===== src/rtl/mmio_uart.sv =====
// mmio_uart: memory-mapped UART with a TX FIFO and serialiser, plus an optional RX deserialiser.
// Define UART_RX_EN to build the RX path; without it RXDATA and STATUS bits 3, 4 and 6 read 0.
module mmio_uart #(
  parameter logic [63:0] BASE_ADDR = 64'h0000_0000_1000_0000,
  parameter int TX_DEPTH = 8,
  parameter int DIV_W = 16,
  parameter int DIV_RESET = 434
) (
  input  logic        CLK,
  input  logic        RESET,
  input  logic        HWRITE,
  input  logic [63:0] PADDR,
  input  logic [63:0] PDATA,
  output logic [63:0] HRDATA,
  output logic        TXD,
  input  logic        RXD
);
  localparam int AW = $clog2(TX_DEPTH);
  localparam logic [1:0] TX_IDLE = 2'd0, TX_START = 2'd1, TX_DATA = 2'd2, TX_STOP = 2'd3;

  logic             w_sel, w_wr, w_unused;
  logic [1:0]       w_off;
  logic [6:3]       w_clr;
  logic [DIV_W-1:0] w_div_in, r_div;
  logic [63:0]      w_status;
  logic             w_st_valid, w_st_ovr, w_st_ferr;
  logic [7:0]       w_rx_data;

  assign w_sel    = PADDR[63:5] == BASE_ADDR[63:5];
  assign w_off    = PADDR[4:3];
  assign w_wr     = w_sel && HWRITE;
  assign w_clr    = (w_wr && w_off == 2'd2) ? PDATA[6:3] : 4'b0;
  assign w_div_in = (PDATA[DIV_W-1:0] < DIV_W'(2)) ? DIV_W'(2) : PDATA[DIV_W-1:0];
  assign w_unused = ^{PADDR[2:0], PDATA[63:DIV_W], RXD, w_clr};

  // Bit-period divisor; values below 2 are clamped so a half-bit count is never zero
  always_ff @(posedge CLK or negedge RESET)
    if (!RESET) r_div <= DIV_W'(DIV_RESET);
    else if (w_wr && w_off == 2'd3) r_div <= w_div_in;

  logic [7:0]    r_mem [TX_DEPTH];
  logic [AW-1:0] r_wp, r_rp;
  logic [AW:0]   r_cnt;
  logic          w_full, w_empty, w_push_req, w_push, w_pop, w_ovf, r_tx_ovf;

  assign w_full     = r_cnt == (AW+1)'(TX_DEPTH);
  assign w_empty    = r_cnt == '0;
  assign w_push_req = w_wr && w_off == 2'd0;
  assign w_push     = w_push_req && (!w_full || w_pop);
  assign w_ovf      = w_push_req && w_full && !w_pop;

  // FIFO storage; a full FIFO still accepts a push when the serialiser pops the same cycle
  always_ff @(posedge CLK)
    if (w_push) r_mem[r_wp] <= PDATA[7:0];

  // FIFO pointers and occupancy; reset empties the FIFO
  always_ff @(posedge CLK or negedge RESET)
    if (!RESET) begin
      r_wp  <= '0;
      r_rp  <= '0;
      r_cnt <= '0;
    end else begin
      if (w_push) r_wp <= r_wp + 1'b1;
      if (w_pop) r_rp <= r_rp + 1'b1;
      r_cnt <= r_cnt + (AW+1)'(w_push) - (AW+1)'(w_pop);
    end

  // Sticky TX overflow flag, set wins over a same-cycle clear
  always_ff @(posedge CLK or negedge RESET)
    if (!RESET) r_tx_ovf <= 1'b0;
    else r_tx_ovf <= w_ovf || (r_tx_ovf && !w_clr[5]);

  logic [1:0]       r_tx_st, w_tx_nx;
  logic [DIV_W-1:0] r_tx_cnt, r_tx_div;
  logic [2:0]       r_tx_bit;
  logic [7:0]       r_tx_sh;
  logic             w_tx_end;

  assign w_tx_end = r_tx_cnt == '0;

  // TX state register and bit-timing datapath; the divisor is frozen per frame
  always_ff @(posedge CLK or negedge RESET)
    if (!RESET) begin
      r_tx_st  <= TX_IDLE;
      r_tx_cnt <= '0;
      r_tx_div <= DIV_W'(DIV_RESET);
      r_tx_bit <= '0;
      r_tx_sh  <= '0;
    end else begin
      r_tx_st <= w_tx_nx;
      if (w_pop) begin
        r_tx_sh  <= r_mem[r_rp];
        r_tx_div <= r_div;
        r_tx_cnt <= r_div - 1'b1;
        r_tx_bit <= '0;
      end else if (r_tx_st != TX_IDLE) begin
        r_tx_cnt <= w_tx_end ? r_tx_div - 1'b1 : r_tx_cnt - 1'b1;
        if (w_tx_end && r_tx_st == TX_DATA) begin
          r_tx_sh  <= r_tx_sh >> 1;
          r_tx_bit <= r_tx_bit + 1'b1;
        end
      end
    end

  // TX next state: each state lasts one full bit period
  always_comb begin
    w_tx_nx = r_tx_st;
    case (r_tx_st)
      TX_IDLE:  if (!w_empty) w_tx_nx = TX_START;
      TX_START: if (w_tx_end) w_tx_nx = TX_DATA;
      TX_DATA:  if (w_tx_end && r_tx_bit == 3'd7) w_tx_nx = TX_STOP;
      default:  if (w_tx_end) w_tx_nx = TX_IDLE;
    endcase
  end

  // TX outputs: pop on frame start, line driven straight from state so reset forces it high
  always_comb begin
    w_pop = r_tx_st == TX_IDLE && !w_empty;
    TXD   = r_tx_st == TX_START ? 1'b0 : r_tx_st == TX_DATA ? r_tx_sh[0] : 1'b1;
  end

`ifdef UART_RX_EN
  localparam logic [2:0] RX_IDLE = 3'd0, RX_START = 3'd1, RX_DATA = 3'd2, RX_STOP = 3'd3, RX_WAIT = 3'd4;

  logic             r_rx_s1, r_rx_s2, r_rx_s3;
  logic [2:0]       r_rx_st, w_rx_nx, r_rx_bit;
  logic [DIV_W-1:0] r_rx_cnt, r_rx_div;
  logic [7:0]       r_rx_sh, r_rx_byte;
  logic             r_rx_valid, r_rx_ovr, r_rx_ferr;
  logic             w_rx_end, w_rx_done, w_rx_bad;

  assign w_rx_end = r_rx_cnt == '0;

  // Two-flop synchroniser plus a history flop for falling-edge detection
  always_ff @(posedge CLK or negedge RESET)
    if (!RESET) begin
      r_rx_s1 <= 1'b1;
      r_rx_s2 <= 1'b1;
      r_rx_s3 <= 1'b1;
    end else begin
      r_rx_s1 <= RXD;
      r_rx_s2 <= r_rx_s1;
      r_rx_s3 <= r_rx_s2;
    end

  // RX state register and sampling datapath; the first count is half a bit to hit mid-bit
  always_ff @(posedge CLK or negedge RESET)
    if (!RESET) begin
      r_rx_st  <= RX_IDLE;
      r_rx_cnt <= '0;
      r_rx_div <= DIV_W'(DIV_RESET);
      r_rx_bit <= '0;
      r_rx_sh  <= '0;
    end else begin
      r_rx_st <= w_rx_nx;
      if (r_rx_st == RX_IDLE) begin
        r_rx_div <= r_div;
        r_rx_cnt <= (r_div >> 1) - 1'b1;
        r_rx_bit <= '0;
      end else if (r_rx_st != RX_WAIT) begin
        r_rx_cnt <= w_rx_end ? r_rx_div - 1'b1 : r_rx_cnt - 1'b1;
        if (w_rx_end && r_rx_st == RX_DATA) begin
          r_rx_sh  <= {r_rx_s2, r_rx_sh[7:1]};
          r_rx_bit <= r_rx_bit + 1'b1;
        end
      end
    end

  // RX next state: glitches abort in START, framing errors wait for the line to recover
  always_comb begin
    w_rx_nx = r_rx_st;
    case (r_rx_st)
      RX_IDLE:  if (r_rx_s3 && !r_rx_s2) w_rx_nx = RX_START;
      RX_START: if (w_rx_end) w_rx_nx = r_rx_s2 ? RX_IDLE : RX_DATA;
      RX_DATA:  if (w_rx_end && r_rx_bit == 3'd7) w_rx_nx = RX_STOP;
      RX_STOP:  if (w_rx_end) w_rx_nx = r_rx_s2 ? RX_IDLE : RX_WAIT;
      default:  if (r_rx_s2) w_rx_nx = RX_IDLE;
    endcase
  end

  // RX outputs: frame completion with a good or bad stop bit
  always_comb begin
    w_rx_done = r_rx_st == RX_STOP && w_rx_end && r_rx_s2;
    w_rx_bad  = r_rx_st == RX_STOP && w_rx_end && !r_rx_s2;
  end

  // RX flags; a byte landing with a same-cycle clear of RX_VALID is kept, not counted as overrun
  always_ff @(posedge CLK or negedge RESET)
    if (!RESET) begin
      r_rx_valid <= 1'b0;
      r_rx_ovr   <= 1'b0;
      r_rx_ferr  <= 1'b0;
      r_rx_byte  <= '0;
    end else begin
      r_rx_valid <= w_rx_done || (r_rx_valid && !w_clr[3]);
      r_rx_ovr   <= (w_rx_done && r_rx_valid && !w_clr[3]) || (r_rx_ovr && !w_clr[4]);
      r_rx_ferr  <= w_rx_bad || (r_rx_ferr && !w_clr[6]);
      if (w_rx_done && (!r_rx_valid || w_clr[3])) r_rx_byte <= r_rx_sh;
    end

  assign w_st_valid = r_rx_valid;
  assign w_st_ovr   = r_rx_ovr;
  assign w_st_ferr  = r_rx_ferr;
  assign w_rx_data  = r_rx_byte;
`else
  assign w_st_valid = 1'b0;
  assign w_st_ovr   = 1'b0;
  assign w_st_ferr  = 1'b0;
  assign w_rx_data  = 8'h0;
`endif

  assign w_status = {57'b0, w_st_ferr, r_tx_ovf, w_st_ovr, w_st_valid, r_tx_st != TX_IDLE, w_empty, w_full};

  // Read mux; zero when not selected so the top level can OR this with memory read data
  always_comb
    HRDATA = !(w_sel && !HWRITE) ? 64'h0 :
             w_off == 2'd0 ? 64'h0 :
             w_off == 2'd1 ? {56'b0, w_rx_data} :
             w_off == 2'd2 ? w_status : {{(64-DIV_W){1'b0}}, r_div};
endmodule


===== config.mk =====
export PLATFORM = sky130hd
export DESIGN_NAME = mmio_uart
export DESIGN_NICKNAME = d
export VERILOG_FILES = /design/src/rtl/mmio_uart.sv
export SDC_FILE = /design/constraint.sdc
export NUM_CORES = 1
export LEC_CHECK = 0
export ABC_CLOCK_PERIOD_IN_PS = 4500
export CAP_MARGIN = 10
export CELL_PAD_IN_SITES_DETAIL_PLACEMENT = 0
export CELL_PAD_IN_SITES_GLOBAL_PLACEMENT = 1
export CORE_ASPECT_RATIO = 0.8
export CORE_UTILIZATION = 40
export CTS_CLUSTER_DIAMETER = 50
export CTS_CLUSTER_SIZE = 20
export DETAILED_ROUTE_END_ITERATION = 16
export GPL_TIMING_DRIVEN = 1
export PLACE_DENSITY = 0.86
export SYNTH_ARGS = -nofsm -noshare
export SYNTH_HDL_FRONTEND = slang
export SYNTH_SLANG_ARGS = --single-unit

===== constraint.sdc =====
create_clock -name CLK -period 4.5 [get_ports CLK]
set_clock_uncertainty 0.05 [all_clocks]
set_input_delay 0.45 -clock CLK [delete_from_list [all_inputs] [get_ports CLK]]
set_output_delay 0.45 -clock CLK [all_outputs]
set_load 0.1 [all_outputs]

; Word level (Yosys, flattened, before mapping)
; Memories as Yosys holds them, arrays and structs flattened.
; Index checks and enable logic that the tools add are counted.
[totals]
ram_bits = 64
n_memories = 1
word_cells = 84
register_bits = 72
output_inout_bits = 65
[classes]
mux = 24
n_lt_le_gt_ge = 1
n_reduce_logical = 29
addsub = 8
eq_ne = 11
[memory_table]
columns = name, words, width, read_ports, rd_ports_with_merged_regs, write_ports, line_no
row1 = r_mem, 8, 8, 1, 0, 1, 41  ; logic [7:0] r_mem [TX_DEPTH];
[ops]
columns = cell, count
row1 = 16-bit 2-to-1 mux, 8
row2 = "59-bit by 24-bit equality test with 1-bit output, second input constant", 1
row3 = "16-bit by 1-bit subtractor with 16-bit output, second input constant", 3
row4 = 8-bit 2-to-1 mux, 3
row5 = 16-bit zero test, 1
row6 = "16-bit by 2-bit < comparator with 1-bit output, second input constant", 1
row7 = 1-bit logical AND, 12
row8 = 3-bit 2-to-1 mux, 4
row9 = "3-bit by 1-bit adder with 3-bit output, second input constant", 3
row10 = 2-bit 2-to-1 mux, 4
row11 = "2-bit equality test, second input constant", 3
row12 = 2-bit one-hot mux with 3 select lines, 1
row13 = 2-bit nonzero test, 3
row14 = 1-bit zero test, 5
row15 = 4-bit by 1-bit adder with 4-bit output, 1
row16 = "2-bit by 1-bit equality test with 1-bit output, second input constant", 2
row17 = "4-bit equality test, second input constant", 1
row18 = 2-bit zero test, 2
row19 = 4-bit zero test, 1
row20 = 1-bit 2-to-1 mux, 4
row21 = "2-bit inequality test, second input constant", 2
row22 = 4-bit AND reduction, 1
row23 = 4-bit by 1-bit subtractor with 4-bit output, 1
row24 = "3-bit equality test, second input constant", 1
row25 = other kinds (4), 5

; Depth between registers and ports, before layout
[depth]
ltp_word = 7
depth_mapped = 14

; Least setup slack after synthesis
; OpenSTA, ideal clock, no wires.
[synth_path]
path_type = input -> output
start = input PADDR[6]
end = output HRDATA[0]
slack_ns = 1.184
t_required_ns = 4.000
cell_stages = 6
arrival_ns = 2.816
cell_sequence = nor4b_1 > nand4_1 > nor4_1 > nand2_1 > or2_1 > nor2_1
[synth_between]
elab_chain_cells = 3
[synth_rtl]
columns = item, line_no
row1 = from (decl), 12  ; input logic [63:0] PADDR,
row2 = 59-bit by 24-bit equality test with 1-bit output, 29  ; assign w_sel = PADDR[63:5] == BASE_ADDR[63:5];
row3 = 1-bit logical AND, 216  ; HRDATA = !(w_sel && !HWRITE) ? 64'h0 :
row4 = 16-bit 2-to-1 mux, 216
row5 = to (decl), 14  ; output logic [63:0] HRDATA,
; Every way passes these cells.

; Worst setup path after layout
[layout_path]
start = input PADDR[6]
end = output HRDATA[13]
; Same word-level chain as after synthesis.

==> metrics <==
run status=finished, final reports clean; aggregate global-route resource usage=0.185; floorplan die area=between 15000 and 20000 µm²; DP HPWL=between 10 and 15 mm; CORE AREA=between 15000 and 20000 µm²; count of different cell masters after synthesis=60; Worst Hold Slack=102 ps; areal power density over the cells=342 nW/µm²; initial detailed-routing violation count=around 240; Rel. slew slack=0.227; wire length of the first global-routing pass=about 24 mm; Post-Route Utilization=0.513; fraction of final layout cells with drive strength greater than 1=0.173; count of TritonRoute iterations in the first routing pass=4; commonest non-fill, non-tap cells in the layout=sky130_fd_sc_hd__clkdlybuf4s50_1, sky130_fd_sc_hd__edfxtp_1, sky130_fd_sc_hd__dfrtp_1; per-cell routed wire length=16.8 µm; number of logic stages on the critical path including buffering=10; class of the tightest hold or removal check=in -> async; startpoint of the lowest-slack register-to-register path=r_cnt[2]$_DFF_PN0_; initial core utilization=0.411; GR Util met2=0.304; via count=roughly 4700; number of hold-slack violations in the final timing report=0; largest cells by area after synthesis=sky130_fd_sc_hd__edfxtp_1, sky130_fd_sc_hd__dfrtp_1, sky130_fd_sc_hd__buf_4; maximum vdd ir drop=~0.00024 V; maximum buffer depth of the clock tree=2; crit path max-delay cell type=sky130_fd_sc_hd__nor2_1; slew of the pin with the lowest slew margin=around 1200 ps; area added between synthesis and finish=24.8%; arrival time of the worst setup path=3280 ps; pin count of the biggest net entering global routing=38; Final Max Slew Viols=0; most common cell after layout, fill and taps aside=sky130_fd_sc_hd__clkdlybuf4s50_1; setup slack of the worst register-to-register path=approximately 1400 ps; maximum fanout count along the critical path=8; static leakage=approximately 3.3 nW; number of synthesized register bits=~140; dpl cells=about 900; clock input transition at the sequential cells of the worst setup and hold paths=about 50 ps; CTS root buf=sky130_fd_sc_hd__clkbuf_16; combined area of all synthesized cells=6820 µm²; area share of the leading cell type in the synthesized netlist=0.282; Routed Wire Length=roughly 15 mm; most used routing layer in global routing=met2; Boundary Pins=~200; Nets=just over 800; capture point of the worst reg-to-reg path=r_tx_cnt[15]$_DFFE_PN0P_; # diodes=0; number of H-tree levels=4; Synth Instances=575; Global Route met3 Usage=0.0533; setup TNS=0 ps; share of synthesized area occupied by flip-flops and latches=0.548; total clock sinks=136; Period Utilization, post-route=0.840; Peak Freq=roughly 0.26 GHz; Crit path required time=~4000 ps; number of vias per cell after detailed routing=around 5.2; Critical Path End Type=primary output; met1 track demand over resource in global routing=0.235; final setup violating endpoints=0; largest area contributor in the netlist=sky130_fd_sc_hd__edfxtp_1; Critical path buffers and inverters=3; y dimension of the die=around 120 µm; syn_area_per_cell=between 10 and 15 µm²; delay of the slowest cell on the worst path=roughly 540 ps; Post-synth ARST share=0.529; Finished Layout Cells=about 910; number of violations of the max-capacitance limit=0; Yosys warning count=0; number of global-route vias before repair=roughly 4700; RSZ-0062 raised after global routing=no; IO Port Bufs=between 90 and 100; EDFF count, synth=64; Worst Setup Path Type=in -> out; count of standard-cell rows=42; GPL Wtd Cong=around 0.81; Worst setup SP type=primary input; worst skew pair latency=420 ps; initial antenna violation count=0; number of DRC violations after detailed routing=0; FF-to-FF path depth=10; largest delay contributor family on the critical path=simple AND/OR/NAND/NOR gates; most frequently used flop master after synthesis=sky130_fd_sc_hd__edfxtp_1; shortest period the worst path allows=3780 ps; post-cts gate resize count=0; number of buffers inserted to repair setup after CTS=0; number of nets with antenna violations after detailed routing=0; cts hold-fix bufs=0; timing startpoint of the critical path=PADDR[6]; worst setup path endpoint=HRDATA[13]; TritonCTS Buffers=17; Horiz. Die Dim=around 150 µm; crit path cell chain=clkdlybuf4s50_1, nor4b_1, nand4_1, nor4_1, nand2_1, or2_1, nor2_1, buf_4, and2_1, buf_12; total congestion overflow=0; CTS tree=done
## report_power, final
part | leakage [nW] | switching [mW] | internal (mW) | total, mW
Clock | 0.274 | 0.489 | 0.842 | 1.33
Combinational | 1.64 | 0.213 | 0.0632 | 0.276
Sequential | 1.43 | 0 | 1.30 | 1.30
## cell families (layout without fill, tap and decap cells)
kind of cell / after synthesis / after routing / synth area share
AND/OR/NAND/NOR: 185 / 185 / 0.145
flip-flops: 136 / 136 / 0.548
AO/OA/AOI/OAI: 91 / 91 / 0.0847
buffers and inverters: 88 / 152 / 0.0779
multiplexers: 43 / 43 / 0.0955
XOR/XNOR: 17 / 17 / 0.0218
adder cells (fa/ha/maj): 14 / 14 / 0.0268
other: 1 / 48 / 0.000550
## cells in the mapped netlist (all sizes together) (12+ instances only)
cell    number
nor2        37
dfrtp       62
nand2       52
o21ai       25
ha          13
buf         54
nor4        23
and2        12
edfxtp      64
mux4        16
mux2        17
inv         12
nand3       12
clkbuf      22
a21oi       34
## area by class of cell
cell class | instances | area [µm²]
multi-input cells | 398 | 2730
clock inverters | 8 | 98.8
clock buffers | 24 | 472
repair buffers | 108 | 1160
flip-flops and latches | 136 | 3740
inverters | 12 | 45.0
well taps | 220 | 275
fillers | 1402 | 8090
## metal layers
layer,vias to the layer above,part of all wire
met5,-,0
met4,0,0.010
met3,16,0.070
met2,202,0.49
met1,2331,0.43
li1,2196,-
## metrics by stage
step                      power [mW]  area [µm²]  worst slack (ps)
final                           2.91        8510               718
after global routing            3.01        8510               425
after CTS                       2.93        8510               611
after detailed placement        1.61        7940               614
after global placement          1.60        7940               651
after floorplan                 1.54        7000              1180
## how the worst min path moves through the flow
stage,startpoint,endpoint,depth (start not counted)
floorplan,RESET,r_cnt[0]$_DFF_PN0_,0
global placement,r_tx_div[4]$_DFFE_PN1P_,r_tx_div[4]$_DFFE_PN1P_,2
detailed placement,r_tx_div[4]$_DFFE_PN1P_,r_tx_div[4]$_DFFE_PN1P_,2
CTS,RESET,r_tx_div[6]$_DFFE_PN0P_,1
global route,RESET,r_tx_cnt[5]$_DFFE_PN0P_,1
finish,RESET,r_tx_div[6]$_DFFE_PN0P_,1
## state kept, by name, indices dropped and copies added (netlist names)
register and cells:
r_tx_div 16, r_cnt 4, r_tx_ovf 1, r_wp 3, r_div 16, r_rp 3, r_tx_bit 3, r_tx_sh 8
r_tx_st 2, r_mem 64, r_tx_cnt 16
## worst reg2reg max path: stages (launching register included)
cell and delay [ps]:
sky130_fd_sc_hd__dfrtp_1 350, sky130_fd_sc_hd__inv_1 110, sky130_fd_sc_hd__ha_1 170, sky130_fd_sc_hd__or3b_1 440, sky130_fd_sc_hd__buf_4 250, sky130_fd_sc_hd__and3_1 220
sky130_fd_sc_hd__a221oi_2 280, sky130_fd_sc_hd__and4b_1 410, sky130_fd_sc_hd__nand2_2 110, sky130_fd_sc_hd__or4_1 490, sky130_fd_sc_hd__a31oi_1 180
No activity file was read; power rests on OpenSTA's default activity.
